### src/rtl/fwd_hazard_unit.sv
// rtl/fwd_hazard_unit.sv - ID-stage forwarding select and load-use hazard detection
// Tracks in-flight destinations for DEPTH stages; youngest matching producer wins.
module fwd_hazard_unit #(
  parameter int REG_BITS   = 3,
  parameter int DEPTH      = 3,
  parameter int LOAD_STAGE = 2,
  parameter int SEL_W      = 2,
  parameter int ZERO_REG   = 0,
  parameter int CNT_W      = 16
) (
  input  logic                clk,
  input  logic                rst,
  input  logic                id_valid,
  input  logic [REG_BITS-1:0] id_rs,
  input  logic [REG_BITS-1:0] id_rt,
  input  logic                id_rs_use,
  input  logic                id_rt_use,
  input  logic                id_wr,
  input  logic [REG_BITS-1:0] id_rd,
  input  logic                id_load,
  input  logic                flush,
  output logic                stall,
  output logic [SEL_W-1:0]    fwd_rs,
  output logic [SEL_W-1:0]    fwd_rt,
  output logic [CNT_W-1:0]    stall_cnt
);

  logic [DEPTH:1]      ent_v;
  logic [DEPTH:1]      ent_wr;
  logic [DEPTH:1]      ent_ld;
  logic [REG_BITS-1:0] ent_rd [1:DEPTH];

  logic rs_zero, rt_zero, rd_zero;
  logic haz_rs, haz_rt;

  assign rs_zero = (ZERO_REG != 0) && (id_rs == '0);
  assign rt_zero = (ZERO_REG != 0) && (id_rt == '0);
  assign rd_zero = (ZERO_REG != 0) && (id_rd == '0);

  // Scan oldest to youngest so the youngest match overwrites older ones.
  always_comb begin
    fwd_rs = '0;
    fwd_rt = '0;
    haz_rs = 1'b0;
    haz_rt = 1'b0;
    for (int k = DEPTH; k >= 1; k--) begin
      if (ent_v[k] && ent_wr[k] && id_rs_use && !rs_zero && (ent_rd[k] == id_rs)) begin
        fwd_rs = SEL_W'(k);
        haz_rs = ent_ld[k] && (k < LOAD_STAGE);
      end
      if (ent_v[k] && ent_wr[k] && id_rt_use && !rt_zero && (ent_rd[k] == id_rt)) begin
        fwd_rt = SEL_W'(k);
        haz_rt = ent_ld[k] && (k < LOAD_STAGE);
      end
    end
  end

  assign stall = id_valid && !flush && (haz_rs || haz_rt);

  always_ff @(posedge clk) begin
    if (!rst) begin
      ent_v     <= '0;
      ent_wr    <= '0;
      ent_ld    <= '0;
      stall_cnt <= '0;
      for (int k = 1; k <= DEPTH; k++) begin
        ent_rd[k] <= '0;
      end
    end else begin
      for (int k = DEPTH; k >= 2; k--) begin
        ent_v[k]  <= ent_v[k-1];
        ent_wr[k] <= ent_wr[k-1];
        ent_ld[k] <= ent_ld[k-1];
        ent_rd[k] <= ent_rd[k-1];
      end
      ent_v[1]  <= id_valid && !stall && !flush;
      ent_wr[1] <= id_wr && !rd_zero;
      ent_ld[1] <= id_load;
      ent_rd[1] <= id_rd;
      if (stall && (stall_cnt != '1)) begin
        stall_cnt <= stall_cnt + CNT_W'(1);
      end
    end
  end

endmodule
### config.mk
export PLATFORM = sky130hd
export DESIGN_NAME = fwd_hazard_unit
export DESIGN_NICKNAME = d
export VERILOG_FILES = /design/src/rtl/fwd_hazard_unit.sv
export SDC_FILE = /design/constraint.sdc
export NUM_CORES = 1
export LEC_CHECK = 0
export CAP_MARGIN = 20
export CELL_PAD_IN_SITES_DETAIL_PLACEMENT = 0
export CELL_PAD_IN_SITES_GLOBAL_PLACEMENT = 2
export CORE_MARGIN = 1.5
export CORE_UTILIZATION = 26
export DETAILED_ROUTE_END_ITERATION = 16
export MAX_ROUTING_LAYER = met4
export PLACE_DENSITY_LB_ADDON = 0.1
export SKIP_CTS_REPAIR_TIMING = 1
export SYNTH_ARGS = -nofsm -noshare
export SYNTH_HDL_FRONTEND = slang
export SYNTH_SLANG_ARGS = --single-unit
### constraint.sdc
create_clock -name clk -period 2.37 [get_ports clk]
set_clock_uncertainty 0.1 [all_clocks]
set_input_delay 0.237 -clock clk [delete_from_list [all_inputs] [get_ports clk]]
set_output_delay 0.237 -clock clk [all_outputs]
set_load 0.01 [all_outputs]
# Yosys cells after proc, flatten, opt, wreduce, memory -nomap -nowiden
# Memories as Yosys holds them, arrays and structs flattened.
# Index checks and enable logic that the tools add are counted.
# totals
regBits,23
ram_bits,9
inputBits,17
out_inout_bits,21
elab_cells,52
memories,1
# mem_list
memory,depth,width,read_ports,rd_ports_with_merged_regs,write_ports,line,rtl
ent_rd,3,3,3,0,3,31,logic [REG_BITS-1:0] ent_rd [1:DEPTH];
# classes
n_addsub,1
n_eq_ne,7
mux,13
bitwise_logic,3
reduce_logical,23
# ops
op,count
1-bit logical AND,20
3-bit == test,6
16-bit by 1-bit adder with 16-bit output (second input constant),1
16-bit != test (second input constant),1
2-bit two-way mux,6
3-bit two-way mux,3
1-bit two-way mux,4
1-bit OR,3
1-bit logical NOT,2
1-bit logical OR,1

# Longest topological paths before layout
# Gate-level depths: netlist of run 1.
# logic_depth
ltp_word,9
mapped_depth,7
ltp_nobuf,6

# Worst setup path before layout of run 1
# No wires, ideal clock.
# synth_timing
path_kind,register to register
from,"register, netlist name ent_rd[0][5]"
to,register stall_cnt[15]
setup_ps,70
arrival_ps,2051
t_required_ps,2200
slack_ps,149
stages_incl_launch_ff,7
n_path_buf,1
path_cell_list,dfxtp_1 -> xor2_1 -> or4_1 -> buf_2 -> a221o_1 -> or4_1 -> a21oi_1
# synth_rtl
item,line,rtl
"end signal, assigned",81,stall_cnt <= stall_cnt + CNT_W'(1);
"end, declared",25,output logic [CNT_W-1:0] stall_cnt

# Worst setup path after layout of run 1
# layout_timing
from,input id_rt[1]
to,register stall_cnt[15]
# layout_between
elab_chain_len,6
# layout_lines
item,line,rtl
"start, declared",15,"input logic [REG_BITS-1:0] id_rt,"
3-bit == test,51,if (ent_v[k] && ent_wr[k] && id_rt_use && !rt_zero && (ent_rd[k] == id_rt)) begin
1-bit logical AND,51,
1-bit two-way mux,51,
1-bit logical OR,58,assign stall = id_valid && !flush && (haz_rs || haz_rt);
1-bit logical AND,58,
1-bit logical AND,80,if (stall && (stall_cnt != '1)) begin
# No other way between the ends.
# A chain may end at the register's enable or synchronous reset.

==> impl_metrics.ini, run 1 <==
[logic_synthesis]
avgSynthCellArea_sq_um = 8.87
synth_seq_cells = 32
synth-edff-count = 0
synthArstFlopShare_pct = 0
netlist_area_sq_um = 1530
synth_flop_cell = dfxtp_1
yosysTopAreaCell = dfxtp_1
ys_seq_area_share_pct = 41.8
ys_warn_count = 0
syn-instance-count = 173
synth.net_count = 191
synth_cell_types = 34
synth_area_leaders = dfxtp_1 (42%), xor2_1 (9.1%), and2_1 (6.1%), or4_1 (3.4%), mux2i_1 (3.3%)
synth_top_area_share_pct = 41.8

[setup_path]
cp_top_family = simple AND/OR/NAND/NOR gates
slowest_delay_ns = 0.57
cpMaxStageDelayCell = or4_4
cp-end-kind = register
critPathKind = primary input to register
crit_fanout = 7
worstPathCellList = clkdlybuf4s50_1 > xor2_1 > or4_4 > a221o_2 > or4_1 > a21oi_1
crit_arrival_ns = 2.42
cp.required_ns = 2.48
cp-start-kind = primary input
crit_buf_inv = 1
r2r_slack_ns = 0.08

[power]
swShare_pct = 23.1
combPwrFrac_pct = 8.1
ir_drop_mv = 0.222
clockPowerShare_pct = 40.2
power_uw = 1080
power_density_nw_per_um2 = 481
intPower_uw = 830
cellLeakagePower_uw = 0.000938
power.switching_uw = 249
pwr-share-seq_pct = 51.7

[cells_and_area]
final-seq-area_sq_um = 646
layout-drive-gt1-share_pct = 17.4
stdcell_count = 302
nets = 247
n_fill_cell = 596
multiInputGateArea_sq_um = 872
diodes = 0
layout_commonest_cell = dfxtp_1
syn2layout_area_growth_pct = 46.2
final_cell_mix = dfxtp_1 (30), clkdlybuf4s50_1 (27), xor2_1 (16), buf_4 (16), and2_1 (15)

[routing]
via_per_inst = 4.67
wl_microns = 4060
route.antenna.remaining_nets = 0
dr.pass1.iters = 4
via_count = 1410
drt_iter0_drc = 54
wire_per_inst_microns = 13.4
drc_errors = 0

[job]
drv_cap = 0

[global_routing]
grt_usage_pct = 13.8
use_met2_pct = 20.1
top_usage_layer = met2
gr-total-overflow = 0
grt_max_degree = 25
grt_use_met3_pct = 3.54
gr-usage-met1_pct = 18.6
antenna_found_initial = 0
grt_pass1_vias = 1363
grt_pass1_wl_microns = 6560

[timing]
post-route-period-util_pct = 97.4
rsz0062_at_grt = yes
tightestPinTransition_ns = 0.450
fmax_ghz = 0.433
min_period_ns = 2.31
maxSlewHeadroom_pct = 69.8
finalHoldViolCount = 0
setup_viol = 0
finalMaxSlewViolations = 0

[floorplanning]
io_pins = 38
die_height_microns = 79.8
rows = 27
die_w_microns = 79.8
core_sq_um = 5610
start_util_pct = 27.4
die_area_sq_um = 6370

[clocking]
path_clk_slew_ns = 0.07
htree_levels = 2
insertion_delay_ns = 0.28
root_buffer = clkbuf_8
numClockSinks = 32
clk_path_buf_depth = 2
numCtsBuffers = 5
cts_tree = built

[placed_design]
routabilityCongestion = 0.853
port_buffers = 37
dpl.cell_count = 294
hpwlAfterDp_microns = 2950

[worst_hold_path]
hold_class = register to register

[run_status]
status = finished clean
## state kept, by name (all words and copies together), names as in the netlist
name	count
ent_wr	3
ent_rd	9
ent_v	3
ent_ld	1
stall_cnt	16
## Yosys cell counts, types with 5 or more instances
cell      n
o21ai_0   6
or4_1     7
nand3_1   9
and2_1   15
or3_1     5
xor2_1   16
nor2_1    7
mux2i_1   5
nand4_1   7
nand2_1  12
a21oi_1   9
dfxtp_1  32
inv_1     6
## layout make-up
type                       count  area share, %
timing repair buffer          54           23.2
inverter                       6           1.00
clock inverter                 2          0.446
multi-input combinational    130           38.9
tap                           72           4.02
clock buffer                   6           3.68
sequential                    32           28.8
## stage by stage
| stage | hold slack (ns) | cell area [sq um] | setup WS (ns) | setup TNS, ns | utilization (%) |
|---|---|---|---|---|---|
| after global placement | 0.379 | 2100 | -0.401 | -5.56 | 37.5 |
| after CTS | 0.398 | 2200 | -0.393 | -2.10 | 39.2 |
| after global routing | 0.409 | 2240 | -0.00180 | -0.00180 | 40.0 |
| final | 0.400 | 2240 | 0.0609 | 0 | 40.0 |
| after detailed placement | 0.377 | 2100 | -0.458 | -6.14 | 37.5 |
| after floorplan | 0.264 | 1530 | 0.149 | 0 | - |
## per-layer routing
layer | share of wire, % | wire (microns)
met5 | 0 | 0
met4 | 1.0 | 42
met3 | 4.1 | 167
met2 | 45 | 1840
met1 | 49 | 2010
## final timing paths
| check | from | depth (start not counted) | end |
|---|---|---|---|
| worst min register to register | ent_wr[2]$_SDFF_PN0_ | 1 | ent_wr[3]$_SDFF_PN0_ |
| worst max register to register | ent_rd[0][4]$_SDFF_PN0_ | 6 | stall_cnt[15]$_SDFFE_PN0P_ |
| worst max-delay path | id_rt[1] | 6 | stall_cnt[15]$_SDFFE_PN0P_ |
| worst min-delay path | ent_wr[2]$_SDFF_PN0_ | 1 | ent_wr[3]$_SDFF_PN0_ |
## power by group through the flow
| stage | Combinational [uW] | Clock [uW] | Sequential (uW) |
|---|---|---|---|
| 2_1_floorplan | 33.3 | 0 | 567 |
| 3_3_place_gp | 86.5 | 0 | 570 |
| 3_5_place_dp | 87.6 | 0 | 570 |
| 4_1_cts | 88.4 | 452 | 557 |
| 5_1_grt | 96.9 | 476 | 559 |
| 6_report | 87.6 | 433 | 558 |
## cells by family after synthesis
| group | synth area share (%) |
|---|---|
| multiplexers | 3.26 |
| adder cells (fa/ha/maj) | 0.816 |
| XOR/XNOR | 10.8 |
| buffers and inverters | 3.18 |
| AO/OA/AOI/OAI | 12.0 |
| flip-flops | 41.8 |
| AND/OR/NAND/NOR | 28.1 |
Note: power is estimated with default switching activity, not from simulation.
==> run 2: changes to the inputs <==
CORE_MARGIN = 4   (was 1.5)
==> impl_metrics.ini, run 2 (synthesis results as in run 1) <==
[timing]
maxSlewHeadroom_pct = 70.5
finalHoldViolCount = 0
post-route-period-util_pct = 97.5
setup_viol = 0
rsz0062_at_grt = no
tightestPinTransition_ns = 0.442
min_period_ns = 2.31
finalMaxSlewViolations = 0
fmax_ghz = 0.433

[power]
pwr-share-seq_pct = 47.7
power.switching_uw = 261
power_uw = 1170
clockPowerShare_pct = 45.0
intPower_uw = 909
ir_drop_mv = 0.207
combPwrFrac_pct = 7.3
swShare_pct = 22.3
cellLeakagePower_uw = 0.000948
power_density_nw_per_um2 = 518

[routing]
wire_per_inst_microns = 13.8
drc_errors = 0
route.antenna.remaining_nets = 0
wl_microns = 4170
via_count = 1403
dr.pass1.iters = 4
drt_iter0_drc = 54
via_per_inst = 4.66

[setup_path]
crit_end = stall_cnt[15]$_SDFFE_PN0P_
r2r_slack_ns = 0.06
cp-end-kind = register
crit_fanout = 6
critPathKind = register to register
r2r_start = ent_rd[0][4]$_SDFF_PN0_
crit_start = ent_rd[0][4]$_SDFF_PN0_
rr_worst_depth = 6
cp.required_ns = 2.49
crit_arrival_ns = 2.43
cp-start-kind = register
reg2reg_to = stall_cnt[15]$_SDFFE_PN0P_

[clocking]
cts_tree = built
path_clk_slew_ns = 0.07
insertion_delay_ns = 0.28
htree_levels = 2
numCtsBuffers = 5
clk_path_buf_depth = 2
root_buffer = clkbuf_8
numClockSinks = 32

[placed_design]
hpwlAfterDp_microns = 3060
placed_cell_area_sq_um = 2100
routabilityCongestion = 0.801
port_buffers = 37

[floorplanning]
core_sq_um = 5610
io_pins = 38
die_area_sq_um = 7190
rows = 27
die_height_microns = 84.8
die_w_microns = 84.8
start_util_pct = 27.4

[global_routing]
gr-total-overflow = 0
grt_pass1_wl_microns = 6820
use_met2_pct = 18.1
gr-usage-met1_pct = 16.3
grt_max_degree = 25
antenna_found_initial = 0
grt_use_met3_pct = 3.40
grt_usage_pct = 12.3
top_usage_layer = met2
grt_pass1_vias = 1429

[cells_and_area]
layout-drive-gt1-share_pct = 19.2
largest_reg_flops = 16
layout_commonest_cell = dfxtp_1
finalInstanceArea_sq_um = 2260
nets = 246
syn2layout_area_growth_pct = 47.4
diodes = 0
final_cell_mix = dfxtp_1 (28), clkdlybuf4s50_1 (24), xor2_1 (16)
largest-register = stall_cnt
top_regs = stall_cnt: 16 flops, ent_rd: 9 flops

[worst_hold_path]
hold_class = register to register
hold_start = ent_v[1]$_SDFF_PN0_

[job]
drv_cap = 0

[run_status]
status = finished clean
==> run 2: worst min path at each step <==
| stage | slack, ns | endpoint | cells after the start |
|---|---|---|---|
| final | 0.38 | ent_v[2]$_SDFF_PN0_ | 1 |
| after global routing | 0.41 | ent_v[2]$_SDFF_PN0_ | 1 |
| after CTS | 0.40 | ent_v[3]$_SDFF_PN0_ | 1 |
| after detailed placement | 0.38 | ent_v[3]$_SDFF_PN0_ | 1 |
| after global placement | 0.38 | ent_v[2]$_SDFF_PN0_ | 1 |
| after floorplan | 0.26 | ent_ld[1]$_SDFF_PN0_ | 1 |
==> run 2: worst max-delay path, cell delays in order (launching register included) <==
cell     delay (ns)
dfxtp_2        0.34
xor2_1         0.14
or4_4          0.53
buf_6          0.15
a221o_2        0.42
or4_4          0.43
a21oi_2        0.13
==> run 2: metal layers <==
layer / vias to the layer above / wire length [microns]
li1: 723 / -
met1: 644 / 2130
met2: 30 / 1790
met3: 6 / 186
met4: 0 / 53
met5: - / 0
==> run 2: per-stage QoR <==
stage / utilization [%] / setup slack, ns / hold WS [ns] / cells / TNS [ns]
after floorplan: - / 0.149 / 0.264 / 173 / 0
after global placement: 37.4 / -0.404 / 0.379 / 293 / -5.65
after detailed placement: 37.4 / -0.436 / 0.385 / 293 / -6.20
after CTS: 39.4 / -0.395 / 0.402 / 301 / -2.14
after global routing: 40.3 / 0.000874 / 0.408 / 301 / 0
final: 40.3 / 0.0584 / 0.376 / 301 / 0
==> run 2: cell type report <==
cell class	instances	area [sq um]
clock buffers	5	68.8
clock inverters	3	42.5
fillers	599	3350
inverters	6	22.5
multi-input cells	130	880
flip-flops and latches	32	646
well taps	72	90.1
repair buffers	53	512
==> run 2: power by group through the flow <==
| stage | clock network (uW) | logic, uW | registers, uW |
|---|---|---|---|
| floorplan | 0 | 33.3 | 567 |
| global placement | 0 | 86.6 | 570 |
| detailed placement | 0 | 86.7 | 570 |
| CTS | 543 | 87.3 | 557 |
| global route | 565 | 93.9 | 560 |
| finish | 526 | 85.9 | 558 |
==> run 3: changes to the inputs <==
CELL_PAD_IN_SITES_DETAIL_PLACEMENT = 1   (was 0)
==> impl_metrics.ini, run 3 (synthesis results as in run 1) <==
[placed_design]
routabilityCongestion = 0.801
dpl.cell_count = 293
port_buffers = 37
placed_cell_area_sq_um = 2100
hpwlAfterDp_microns = 3370

[timing]
tightestPinTransition_ns = 0.462
min_period_ns = 2.32
finalHoldViolCount = 0
setup_viol = 0
maxSlewHeadroom_pct = 69.0
finalMaxSlewViolations = 0
rsz0062_at_grt = yes
fmax_ghz = 0.432
holdWs_ns = 0.388
timing.setup.tns_ns = 0
post-route-period-util_pct = 97.7

[clocking]
clk_path_buf_depth = 2
numClockSinks = 32
numCtsBuffers = 5
htree_levels = 2
path_clk_slew_ns = 0.07
cts_tree = built
insertion_delay_ns = 0.28
root_buffer = clkbuf_8

[power]
ir_drop_mv = 0.222
combPwrFrac_pct = 7.5
cellLeakagePower_uw = 0.000970
swShare_pct = 22.6
power_density_nw_per_um2 = 517
pwr-share-seq_pct = 47.5
power.switching_uw = 266
clockPowerShare_pct = 44.9
intPower_uw = 910

[setup_path]
cp-end-kind = register
r2r_slack_ns = 0.05
reg2reg_to = stall_cnt[15]$_SDFFE_PN0P_
cp-start-kind = register
crit_start = ent_rd[0][4]$_SDFF_PN0_
cp.required_ns = 2.49
crit_fanout = 6
r2r_start = ent_rd[0][4]$_SDFF_PN0_
rr_worst_depth = 6
crit_arrival_ns = 2.43
critPathKind = register to register

[global_routing]
grt_usage_pct = 13.7
grt_use_met3_pct = 3.20
use_met2_pct = 21.9
gr-total-overflow = 0
gr-usage-met1_pct = 17.3
grt_max_degree = 25
top_usage_layer = met2
grt_pass1_wl_microns = 7630
grt_pass1_vias = 1531
antenna_found_initial = 0

[cells_and_area]
finalInstanceArea_sq_um = 2280
largest_reg_flops = 16
syn2layout_area_growth_pct = 48.4
largest-register = stall_cnt
utilization_pct = 40.6
layout-drive-gt1-share_pct = 18.3
nets = 247
top_regs = stall_cnt: 16 flops, ent_rd: 9 flops
final_cell_mix = dfxtp_1 (27), clkdlybuf4s50_1 (26), xor2_1 (16)
diodes = 0
layout_commonest_cell = dfxtp_1
stdcell_count = 302

[routing]
wire_per_inst_microns = 15.2
via_count = 1450
via_per_inst = 4.80
route.antenna.remaining_nets = 0
drc_errors = 0
dr.pass1.iters = 4
wl_microns = 4580
drt_iter0_drc = 56

[floorplanning]
core_sq_um = 5610
io_pins = 38
die_w_microns = 84.8
die_height_microns = 84.8
start_util_pct = 27.4
rows = 27
die_area_sq_um = 7190

[worst_hold_path]
hold_class = register to register
hold_start = ent_v[1]$_SDFF_PN0_
hold_depth = 1
holdPathEnd = ent_v[2]$_SDFF_PN0_

[run_status]
status = finished clean

[job]
drv_cap = 0
==> run 3: changes by cell type in the layout (fill, tap and decap cells not counted) <==
cell | previous run | this run
buf_6 | 1 | 2
or4_1 | 4 | 5
clkbuf_2 | 2 | 0
dfxtp_2 | 4 | 5
dfxtp_1 | 28 | 27
clkdlybuf4s50_1 | 24 | 26
nand3_1 | 9 | 8
a21oi_1 | 7 | 8
o31ai_1 | 1 | 2
o31ai_2 | 1 | 0
or4_4 | 3 | 2
a21oi_2 | 2 | 1
nand3_2 | 0 | 1
==> run 3: critical path, stage by stage (launching register included) <==
cell and delay [ns]:
dfxtp_2 0.35, xor2_1 0.15, or4_4 0.54, buf_6 0.15, a221o_2 0.42, or4_1 0.41, a21oi_1 0.13
==> run 3: worst max path at each step <==
stage | to | slack [ns] | depth (start not counted)
2_1_floorplan | stall_cnt[15]$_SDFFE_PN0P_ | 0.15 | 6
6_report | stall_cnt[15]$_SDFFE_PN0P_ | 0.05 | 6
5_1_grt | stall_cnt[15]$_SDFFE_PN0P_ | -0.003 | 6
3_3_place_gp | stall | -0.40 | 6
4_1_cts | stall | -0.45 | 6
3_5_place_dp | stall_cnt[15]$_SDFFE_PN0P_ | -0.47 | 7
==> run 3: cell type report <==
type | count | area [sq um]
Tap cell | 72 | 90.1
Clock buffer | 5 | 68.8
Sequential cell | 32 | 647
Clock inverter | 3 | 42.5
Inverter | 6 | 22.5
Timing Repair Buffer | 54 | 533
Fill cell | 671 | 3330
Multi-Input combinational cell | 130 | 872
==> run 3: metal layers <==
layer,share of wire [%],up-vias
li1,-,725
met1,48,690
met5,0,-
met4,1.0,0
met2,47,31
met3,3.9,4
==> run 3: per-stage QoR <==
stage | setup slack (ns) | total power (uW)
final | 0.0548 | 1180
after global routing | -0.00334 | 1230
after CTS | -0.449 | 1200
after detailed placement | -0.467 | 659
after global placement | -0.404 | 657
after floorplan | 0.149 | 600
==> run 3: power by group through the flow <==
stage | registers [uW] | logic (uW) | clock network [uW]
after floorplan | 567 | 33.3 | 0
after global placement | 570 | 86.6 | 0
after detailed placement | 571 | 88.1 | 0
after CTS | 558 | 89.8 | 549
after global routing | 561 | 97.9 | 567
final | 559 | 88.5 | 528
